### src/rtl/security_response_controller_pkg.sv
// Shared level/state encodings for the hazard chain and blink-period helper.
package security_response_controller_pkg;

  localparam logic [1:0] LVL_IDLE     = 2'd0;
  localparam logic [1:0] LVL_WATCH    = 2'd1;
  localparam logic [1:0] LVL_WARN     = 2'd2;
  localparam logic [1:0] LVL_LOCKDOWN = 2'd3;

  // Floor of the half period in clock cycles for a given blink frequency.
  function automatic int unsigned half_period(int unsigned clk_hz, int unsigned blink_hz);
    return clk_hz / (2 * blink_hz);
  endfunction

endpackage

### src/rtl/security_response_controller_blink_generator.sv
// Square-wave phase generator; restart forces phase high and clears the counter.
module blink_generator #(
  parameter int unsigned CNT_W = 8
) (
  input  logic             clk,
  input  logic             rst_n,
  input  logic             restart,
  input  logic [CNT_W-1:0] half_period,
  output logic             phase
);

  localparam logic [CNT_W-1:0] CNT_ONE = CNT_W'(1);

  logic [CNT_W-1:0] r_cnt;
  logic             r_phase;
  logic [CNT_W-1:0] w_last;

  assign w_last = half_period - CNT_ONE;
  assign phase  = r_phase;

  always_ff @(posedge clk) begin
    if (!rst_n) begin
      r_cnt   <= '0;
      r_phase <= 1'b0;
    end else if (restart) begin
      r_cnt   <= '0;
      r_phase <= 1'b1;
    end else if (r_cnt == w_last) begin
      r_cnt   <= '0;
      r_phase <= ~r_phase;
    end else begin
      r_cnt   <= r_cnt + CNT_ONE;
    end
  end

endmodule

### src/rtl/security_response_controller.sv
// Maps security level to LED/buzzer/lock: immediate escalation, held de-escalation,
// latched lockdown released by operator acknowledge.
module security_response_controller
  import security_response_controller_pkg::*;
#(
  parameter int unsigned CLOCK_RATE       = 100_000_000,
  parameter int unsigned BLINK_HZ_L1      = 1,
  parameter int unsigned BLINK_HZ_L2      = 4,
  parameter int unsigned HOLD_TIME_IN_SEC = 5
) (
  input  logic       clk,
  input  logic       rst_n,
  input  logic [1:0] security_level,
  input  logic       ack,
  output logic [1:0] current_level,
  output logic       alarm_led,
  output logic       buzzer,
  output logic       door_lock
);

  localparam int unsigned HP1         = half_period(CLOCK_RATE, BLINK_HZ_L1);
  localparam int unsigned HP2         = half_period(CLOCK_RATE, BLINK_HZ_L2);
  localparam int unsigned HP_MAX      = (HP1 > HP2) ? HP1 : HP2;
  localparam int unsigned BLINK_W     = $clog2(HP_MAX) + 1;
  localparam int unsigned HOLD_CYCLES = CLOCK_RATE * HOLD_TIME_IN_SEC - 1;
  localparam int unsigned HOLD_W      = $clog2(HOLD_CYCLES) + 1;

  localparam logic [BLINK_W-1:0] HP1_V      = BLINK_W'(HP1);
  localparam logic [BLINK_W-1:0] HP2_V      = BLINK_W'(HP2);
  localparam logic [HOLD_W-1:0]  HOLD_LIMIT = HOLD_W'(HOLD_CYCLES);
  localparam logic [HOLD_W-1:0]  HOLD_ONE   = HOLD_W'(1);

  logic [1:0]        r_state;
  logic [HOLD_W-1:0] r_hold;
  logic              r_mute;
  logic              r_ack_q;
  logic              r_led;
  logic              r_buzzer;
  logic              r_lock;

  logic [1:0]         w_state_d;
  logic [HOLD_W-1:0]  w_hold_d;
  logic               w_mute_d;
  logic               w_ack_rise;
  logic               w_state_change;
  logic [BLINK_W-1:0] w_half_period;
  logic               w_phase;
  logic               w_led_d;
  logic               w_buzzer_d;
  logic               w_lock_d;

  assign w_ack_rise     = ack & ~r_ack_q;
  assign w_state_change = (w_state_d != r_state);
  assign w_half_period  = (r_state == LVL_WARN) ? HP2_V : HP1_V;

  always_comb begin
    w_state_d = r_state;
    w_hold_d  = '0;
    w_mute_d  = r_mute;
    if (security_level > r_state) begin
      w_state_d = security_level;
    end else if (r_state == LVL_LOCKDOWN) begin
      // Lockdown only releases on a fresh acknowledge once the threat has dropped.
      if (w_ack_rise && (security_level != LVL_LOCKDOWN)) begin
        w_state_d = security_level;
      end
    end else if (security_level < r_state) begin
      if (r_hold == HOLD_LIMIT) begin
        w_state_d = security_level;
      end else begin
        w_hold_d = r_hold + HOLD_ONE;
      end
    end

    if (w_state_d != r_state) begin
      w_mute_d = 1'b0;
    end else if ((r_state == LVL_WARN) && w_ack_rise) begin
      w_mute_d = 1'b1;
    end
  end

  always_comb begin
    w_led_d    = 1'b0;
    w_buzzer_d = 1'b0;
    w_lock_d   = 1'b0;
    case (r_state)
      LVL_WATCH: w_led_d = w_phase;
      LVL_WARN: begin
        w_led_d    = w_phase;
        w_buzzer_d = w_phase & ~r_mute;
      end
      LVL_LOCKDOWN: begin
        w_led_d    = 1'b1;
        w_buzzer_d = 1'b1;
        w_lock_d   = 1'b1;
      end
      default: ;
    endcase
  end

  blink_generator #(
    .CNT_W (BLINK_W)
  ) u_blink (
    .clk         (clk),
    .rst_n       (rst_n),
    .restart     (w_state_change),
    .half_period (w_half_period),
    .phase       (w_phase)
  );

  always_ff @(posedge clk) begin
    if (!rst_n) begin
      r_state  <= LVL_IDLE;
      r_hold   <= '0;
      r_mute   <= 1'b0;
      r_ack_q  <= 1'b0;
      r_led    <= 1'b0;
      r_buzzer <= 1'b0;
      r_lock   <= 1'b0;
    end else begin
      r_state  <= w_state_d;
      r_hold   <= w_hold_d;
      r_mute   <= w_mute_d;
      r_ack_q  <= ack;
      r_led    <= w_led_d;
      r_buzzer <= w_buzzer_d;
      r_lock   <= w_lock_d;
    end
  end

  assign current_level = r_state;
  assign alarm_led     = r_led;
  assign buzzer        = r_buzzer;
  assign door_lock     = r_lock;

endmodule

### config.mk
export PLATFORM = sky130hd
export DESIGN_NAME = security_response_controller
export DESIGN_NICKNAME = d
export VERILOG_FILES = /design/src/rtl/security_response_controller_pkg.sv /design/src/rtl/security_response_controller_blink_generator.sv /design/src/rtl/security_response_controller.sv
export SDC_FILE = /design/constraint.sdc
export NUM_CORES = 1
export LEC_CHECK = 0
export CAP_MARGIN = 20
export CORE_MARGIN = 4
export CORE_UTILIZATION = 35
export CTS_CLUSTER_DIAMETER = 150
export DETAILED_ROUTE_END_ITERATION = 10
export PLACE_DENSITY = 0.46
export SLEW_MARGIN = 0
export SYNTH_ARGS = -nofsm -noshare
export SYNTH_HDL_FRONTEND = slang
export SYNTH_HIERARCHICAL = 1
export SYNTH_SLANG_ARGS = --single-unit
### constraint.sdc
create_clock -name clk -period 3.7 [get_ports clk]
set_input_delay 0.74 -clock clk [delete_from_list [all_inputs] [get_ports clk]]
set_output_delay 0.74 -clock clk [all_outputs]
set_load 0.1 [all_outputs]
==> results of run 1 <==
-- routing by layer --
metal  vias up  part of all wire
met1      1410              0.51
met5         -                 0
li1       1716                 -
met2        19              0.45
met3        16             0.015
met4         0             0.025
-- power breakdown --
part | total (W) | internal (W) | switching, W
Clock | 0.000737 | 0.000465 | 0.000272
Combinational | 0.000358 | 0.000129 | 0.000229
Sequential | 0.000744 | 0.000719 | 0.0000244
-- state kept, by name, indices dropped and copies added, names as in the netlist --
| name | cells |
|---|---|
| current_level | 2 |
| u_blink/r_cnt | 27 |
| door_lock | 1 |
| u_blink/phase | 1 |
| buzzer | 1 |
| r_ack_q | 1 |
| alarm_led | 1 |
| r_mute | 1 |
| r_hold | 30 |
-- worst max-delay path, delay by kind of cell (launching register included) --
family	cells	cell delay, ns
AND/OR/NAND/NOR	4	0.92
AO/OA/AOI/OAI	3	0.70
buffers and inverters	3	0.43
adder cells (fa/ha/maj)	1	0.43
flip-flops	1	0.37
multiplexers	1	0.17
-- worst max path at each step --
stage | startpoint | to | slack, ns | cells after the start
detailed placement | security_level[1] | u_blink/r_cnt[15] | 0.27 | 11
global placement | security_level[1] | u_blink/r_cnt[20] | 0.28 | 11
floorplan | current_level[0] | u_blink/r_cnt[2] | 0.008 | 11
global route | current_level[0] | u_blink/r_cnt[14] | 0.13 | 12
CTS | current_level[0] | u_blink/r_cnt[16] | 0.48 | 12
finish | current_level[0] | u_blink/r_cnt[16] | 0.55 | 12
-- cell families after synthesis --
logic type | share of synthesized area
AOI/OAI and AO/OA | 0.0747
DFF | 0.336
muxes | 0.00517
other | 0.00194
and+or+nand+nor | 0.315
adders and majority gates | 0.0259
xor gates and xnor gates | 0.210
buffers and inverters | 0.0304
-- layout by cell type (no fill, tap or decap), types with 13 or more instances in the layout --
cell type / instances
conb_1: 74
dfxtp_1: 64
inv_1: 13
nand2_1: 27
nand3_1: 29
nand4_1: 18
nor2_1: 77
nor3_1: 15
xnor2_1: 40
xor2_1: 53
-- final cells by class --
| cell class | count | area share |
|---|---|---|
| Multi-Input combinational cell | 446 | 0.585 |
| Sequential cell | 65 | 0.280 |
| Tap cell | 140 | 0.0376 |
| Timing Repair Buffer | 17 | 0.0349 |
| Inverter | 13 | 0.0105 |
| Clock buffer | 11 | 0.0304 |
| Clock inverter | 5 | 0.0220 |
-- metrics by stage --
step | worst slack [ns] | power, W | instance area (um2) | hold slack (ns)
after floorplan | 0.00838 | 0.00103 | 4140 | 0.430
after global placement | 0.278 | 0.00112 | 4410 | 0.450
after detailed placement | 0.275 | 0.00112 | 4410 | 0.463
after CTS | 0.481 | 0.00186 | 4660 | 0.481
after global routing | 0.131 | 0.00195 | 4660 | 0.515
final | 0.554 | 0.00184 | 4660 | 0.468
==> impl_results.md, run 1 <==
* Crit path largest cell delay at 0.43 ns
* CP most frequent cell: inv_1
* LEAKAGE at 1.71 nW
* CTS Buf Count at 9
* Clock Latency Late Sink at 0.34 ns
* Initial drt markers at 112
* Arrival @ worst endpoint at 3.38 ns
* Hold Path Sink: r_hold[0]
* Vias at 3161
* Hold WC Path Type: reg2reg
* Crit start category: register
* Antenna viol nets, final at 0
* P per Cell Area at 395 mW/mm2
* Core area at 0.0108 mm2
* WP data required at 3.93 ns
* Final HPWL DP at 5990 um
* Final slew viol count at 0
* R2R cell count at 12
* Top-count cell post-synth: nor2_1
* Clock sink count at 65
* Syn Inst Count at 465
* Most used DFF post-synth: dfxtp_1
* Fin. Hold Viols at 0
* Final GP Congestion at 0.770
* Fillcell total at 1122
* Pre-Repair DR Iteration Count at 4
* Largest net degree at the start of global routing at 28
* Slowest CP cell: ha_1
* Worst Skew at 0.00809 ns
* Synth Cell Area at 0.00387 mm2
* RSZ-0062 raised after global routing: false
* Reg2reg start: current_level[0]
* Post-Layout Cell Count at 697
* Tot GR Track Use at 0.137
* Cell Chain, Critical Path: inv_1 -> ha_1 -> inv_1 -> nor4_1 -> nand2_1 -> mux2i_1 -> a31oi_1 -> a2111oi_0 -> nand4_1 -> o21ai_4 -> buf_12 -> nor2_1
* Synth cell count leaders: 77 x nor2_1, 65 x dfxtp_1, 53 x xor2_1
* DR vias/cell at 4.54
* Global-route wire length before repair at 14400 um
* Cells after DPL at 681
* R2r endpoint: u_blink/r_cnt[16]
* Setup Fix Bufs, Post-CTS at 0
* Seq/Total Area, Yosys at 0.336
* H-tree levels at 3
* Crit Path Max Fanout at 27
* Hold_sp: r_hold[0]
* Share of layout cells above drive strength 1 at 0.0700
* Grt met3 use at 0.0219
* Post-synth cell types at 57
* Minimum clock period at 3.15 ns
* Grt ovf at 0
* Synth Register Bits at 65
* Max Cap Viol at 0
* Clock root buffer: clkbuf_8
* Busiest layer in global routing: met2
* FMAX at 318 MHz
* # diodes at 0
* Final wirelength at 8010 um
* Endpoint class of the critical path: register
* # DRC at 0
* WS Path Type: reg2reg
* Yosys top cell by area: dfxtp_1
* I/O Buffers at 9
* Share of the synthesized area in the top cell type at 0.336
* Number of global-route vias before repair at 3113
* CTS resizes at 0
* WL/cell at 11.5 um
* FF+latch area at 0.00130 mm2
* Fin util at 0.429
* Synth-to-Final Area Change at 20.3%
* Syn Area/Cell at 8.33 um2
* Hold Path Depth at 1
* Final Cycle Share at 0.850
* Reg clk slew, reported paths at 0.07 ns
* Fin nets at 565
* Worst Tran Pin Value at 0.975 ns
* Final setup fails at 0
* Peak supply drop at 0.202 mV
* I/O Pins at 10
* Die ar. at 0.0128 mm2
* Grt met2 use at 0.223
* Ys async rst share at 0
* Clock Path Buffers at 2
* Yosys warns at 6
* Initial Util at 0.357
* Relative slew slack at 0.348
* Setup TNS Final at 0 ns
* CTS tree: yes
* Post-synth EDFFs at 0
* Die Y-Extent at 113 um
* Met1 global-route usage at 0.179
* R2R setup slack at 0.55 ns
* Die width at 113 um
* Multi-input gate area at 0.00272 mm2
* Status: completed
* Antenna violations before repair at 0
* FP Rows at 38
* CTS Hold Bufs at 0
* Top post-synthesis cells by area: dfxtp_1 34%, xor2_1 12%, xnor2_1 9.0%, nor2_1 7.5%, nand3_1 3.7%
Power figures use the tool's default switching activity.
==> inputs of run 2 (changes only) <==
CTS_CLUSTER_SIZE = 25   (was default)
==> results of run 2 <==
The final DEF is identical to that of run 1; final timing and power are the same.
==> inputs of run 3 (changes only) <==
PLACE_DENSITY = 0.48   (was 0.46)
SKIP_LAST_GASP = 1   (was default)
clock period = 2.7 ns   (was 3.7 ns; I/O delays follow)
==> run 3 against run 2 <==
Combinational power rose by 99%. Final cell count rose by 6.3%. First-iteration DRC count fell by 12%. Cell area rose by 10%. Worst hold slack improved by 0.0016 ns. Clock-buffer cell count rose by 1. Critical path depth rose by 2. Utilization rose by 4.4 points. Global-route usage rose by 1.6 points. Die area did not move. Largest power group unchanged. Highest routed layer unchanged.
==> impl_results.md, run 3 (synthesized netlist as in run 1, its figures left out) <==
* Status: completed (unchanged)
* Switching Power at 0.000799 W (was 0.000525 W)
* Clock sink count at 65 (unchanged)
* Number of global-route vias before repair at 3446 (was 3113)
* Reg clk slew, reported paths at 0.07 ns (about the same)
* CTS Hold Bufs at 0 (unchanged)
* Pre-Repair DR Iteration Count at 5 (was 4)
* R2R cell count at 14 (was 12)
* Final GP Congestion at 0.741 (was 0.770)
* Clock Path Buffers at 2 (unchanged)
* Area post-placement at 0.00466 mm2 (was 0.00441 mm2)
* Most frequent cells in the layout: 74 x conb_1, 73 x nor2_1, 63 x dfxtp_1, 53 x xor2_1, 50 x buf_4 (was 77 x nor2_1, 74 x conb_1, 64 x dfxtp_1, 53 x xor2_1, 40 x xnor2_1)
* P per Cell Area at 527 mW/mm2 (was 395 mW/mm2)
* Logic pwr share at 0.264 (was 0.195)
* I/O Pins at 10 (unchanged)
* Met2 Wirelength at 4260 um (was 3640 um)
* Synth-to-Final Area Change at 32.6% (was 20.3%)
* Clock root buffer: clkbuf_8 (unchanged)
* Relative slew slack at 0.570 (was 0.348)
* Worst Tran Pin Value at 0.641 ns (was 0.975 ns)
* RSZ-0062 raised after global routing: true (was false)
* Max Cap Viol at 0 (unchanged)
* Top reg by flops: r_hold (unchanged)
* Clk pwr share at 0.362 (was 0.401)
* Final setup fails at 0 (unchanged)
* FP Rows at 38 (unchanged)
* Initial Util at 0.357 (unchanged)
* WP data required at 2.93 ns (was 3.93 ns)
* I/O Buffers at 9 (unchanged)
* CTS Buf Count at 9 (unchanged)
* DR vias/cell at 4.60 (was 4.54)
* Endpoint class of the critical path: register (unchanged)
* # diodes at 0 (unchanged)
* Hold WC Path Type: reg2reg (unchanged)
* Final wirelength at 8780 um (was 8010 um)
* Hold Path Depth at 1 (unchanged)
* Final HPWL DP at 6370 um (was 5990 um)
* Switching share of total power at 0.295 (was 0.285)
* Fillcell total at 1094 (was 1122)
* LEAKAGE at 1.95 nW (was 1.71 nW)
* Final worst slack at 0.0254 ns (was 0.554 ns)
* Fin. Hold Viols at 0 (unchanged)
* Wl on met1 at 4210 um (was 4050 um)
* Die Y-Extent at 113 um (unchanged)
* Core area at 0.0108 mm2 (unchanged)
* Peak supply drop at 0.292 mV (was 0.202 mV)
* FMAX at 374 MHz (was 318 MHz)
* Fin area at 0.00513 mm2 (was 0.00466 mm2)
* Most common cell after layout, fill and taps aside: conb_1 (was nor2_1)
* Antenna violations before repair at 0 (unchanged)
* Initial drt markers at 99 (was 112)
* H-tree levels at 3 (unchanged)
* # DRC at 0 (unchanged)
* Vias at 3407 (was 3161)
* Antenna viol nets, final at 0 (unchanged)
* Largest net degree at the start of global routing at 31 (was 28)
* Crit start category: register (unchanged)
* Max layer used: met4 (unchanged)
* Global-route wire length before repair at 16000 um (was 14400 um)
* Worst Skew at 0.0107 ns (was 0.00809 ns)
* DP Worst Slack at -0.357 ns (was 0.275 ns)
* Final slew viol count at 0 (unchanged)
* WL/cell at 11.8 um (was 11.5 um)
* Fin nets at 609 (was 565)
* Share of layout cells above drive strength 1 at 0.183 (was 0.0700)
* Clock Latency Late Sink at 0.34 ns (about the same)
* WL met3 at 174 um (was 124 um)
* Tot GR Track Use at 0.153 (was 0.137)
* WS Path Type: reg2reg (unchanged)
* Crit Path Max Fanout at 11 (was 27)
* Final Total Pwr at 0.00271 W (was 0.00184 W)
* Grt ovf at 0 (unchanged)
* Die ar. at 0.0128 mm2 (unchanged)
* Register share of total power at 0.374 (was 0.405)
* Final Cycle Share at 0.991 (was 0.850)
* Minimum clock period at 2.67 ns (was 3.15 ns)
* Pint at 0.00191 W (was 0.00131 W)
* Die width at 113 um (unchanged)
* Arrival @ worst endpoint at 2.91 ns (was 3.38 ns)
* CTS tree: yes (unchanged)
* Max FFs per register at 30 (unchanged)
==> run 3: power by group through the flow <==
stage / Sequential (W) / Combinational [W] / Clock [W]
3_3_place_gp: 0.00103 / 0.000579 / 0
4_1_cts: 0.00101 / 0.000671 / 0.00102
2_1_floorplan: 0.00110 / 0.000336 / 0
6_report: 0.00101 / 0.000714 / 0.000980
5_1_grt: 0.00102 / 0.000788 / 0.00107
3_5_place_dp: 0.00103 / 0.000580 / 0
==> run 3: worst max-delay path: stages, from the launching register on <==
cell        delay (ns)
dfxtp_4           0.35
inv_4             0.06
ha_4              0.16
clkinvlp_4        0.13
buf_6             0.14
nor4_4            0.25
nand3b_1          0.16
xnor2_2           0.16
nor4_2            0.27
buf_4             0.16
nand4_1           0.16
buf_4             0.21
o21ai_4           0.16
buf_12            0.16
nor2_1            0.04
==> run 3: worst paths after layout <==
path	slack (ns)	start	end
worst max-delay path	0.03	current_level[0]	u_blink/r_cnt[23]
worst min-delay path	0.47	r_hold[0]	r_hold[0]
worst min register to register	0.47	r_hold[0]	r_hold[0]
worst max register to register	0.03	current_level[0]	u_blink/r_cnt[23]
==> run 3: through the flow <==
stage | TNS [ns] | hold WS, ns | util | std cells
2_1_floorplan | -3.04 | 0.430 | - | 537
3_3_place_gp | -11.20 | 0.445 | 0.430 | 710
3_5_place_dp | -9.21 | 0.459 | 0.430 | 710
4_1_cts | -0.284 | 0.475 | 0.465 | 737
5_1_grt | -2.76 | 0.497 | 0.474 | 741
6_report | 0 | 0.470 | 0.474 | 741
==> run 3: final cells by class <==
cell class	instances	area [um2]	area share
inverter	13	58.8	0.0115
timing repair buffer	60	500	0.0975
clock inverter	4	72.6	0.0141
multi-input combinational	447	2850	0.556
clock buffer	12	166	0.0324
tap	140	175	0.0341
sequential	65	1310	0.255
==> run 3: timing repair <==
item | CTS | global route
buffers inserted | 10 | 4
gates cloned | 1 | 0
setup endpoints to repair | 28 | 28
pin swaps | 6 | 5
gates resized for setup | 8 | 17
==> run 3: layer usage <==
metal / up-vias / global-route usage
met5: - / 0
met4: 0 / 0.0625
met3: 10 / 0.0193
met2: 27 / 0.261
met1: 1555 / 0.196
li1: 1815 / -
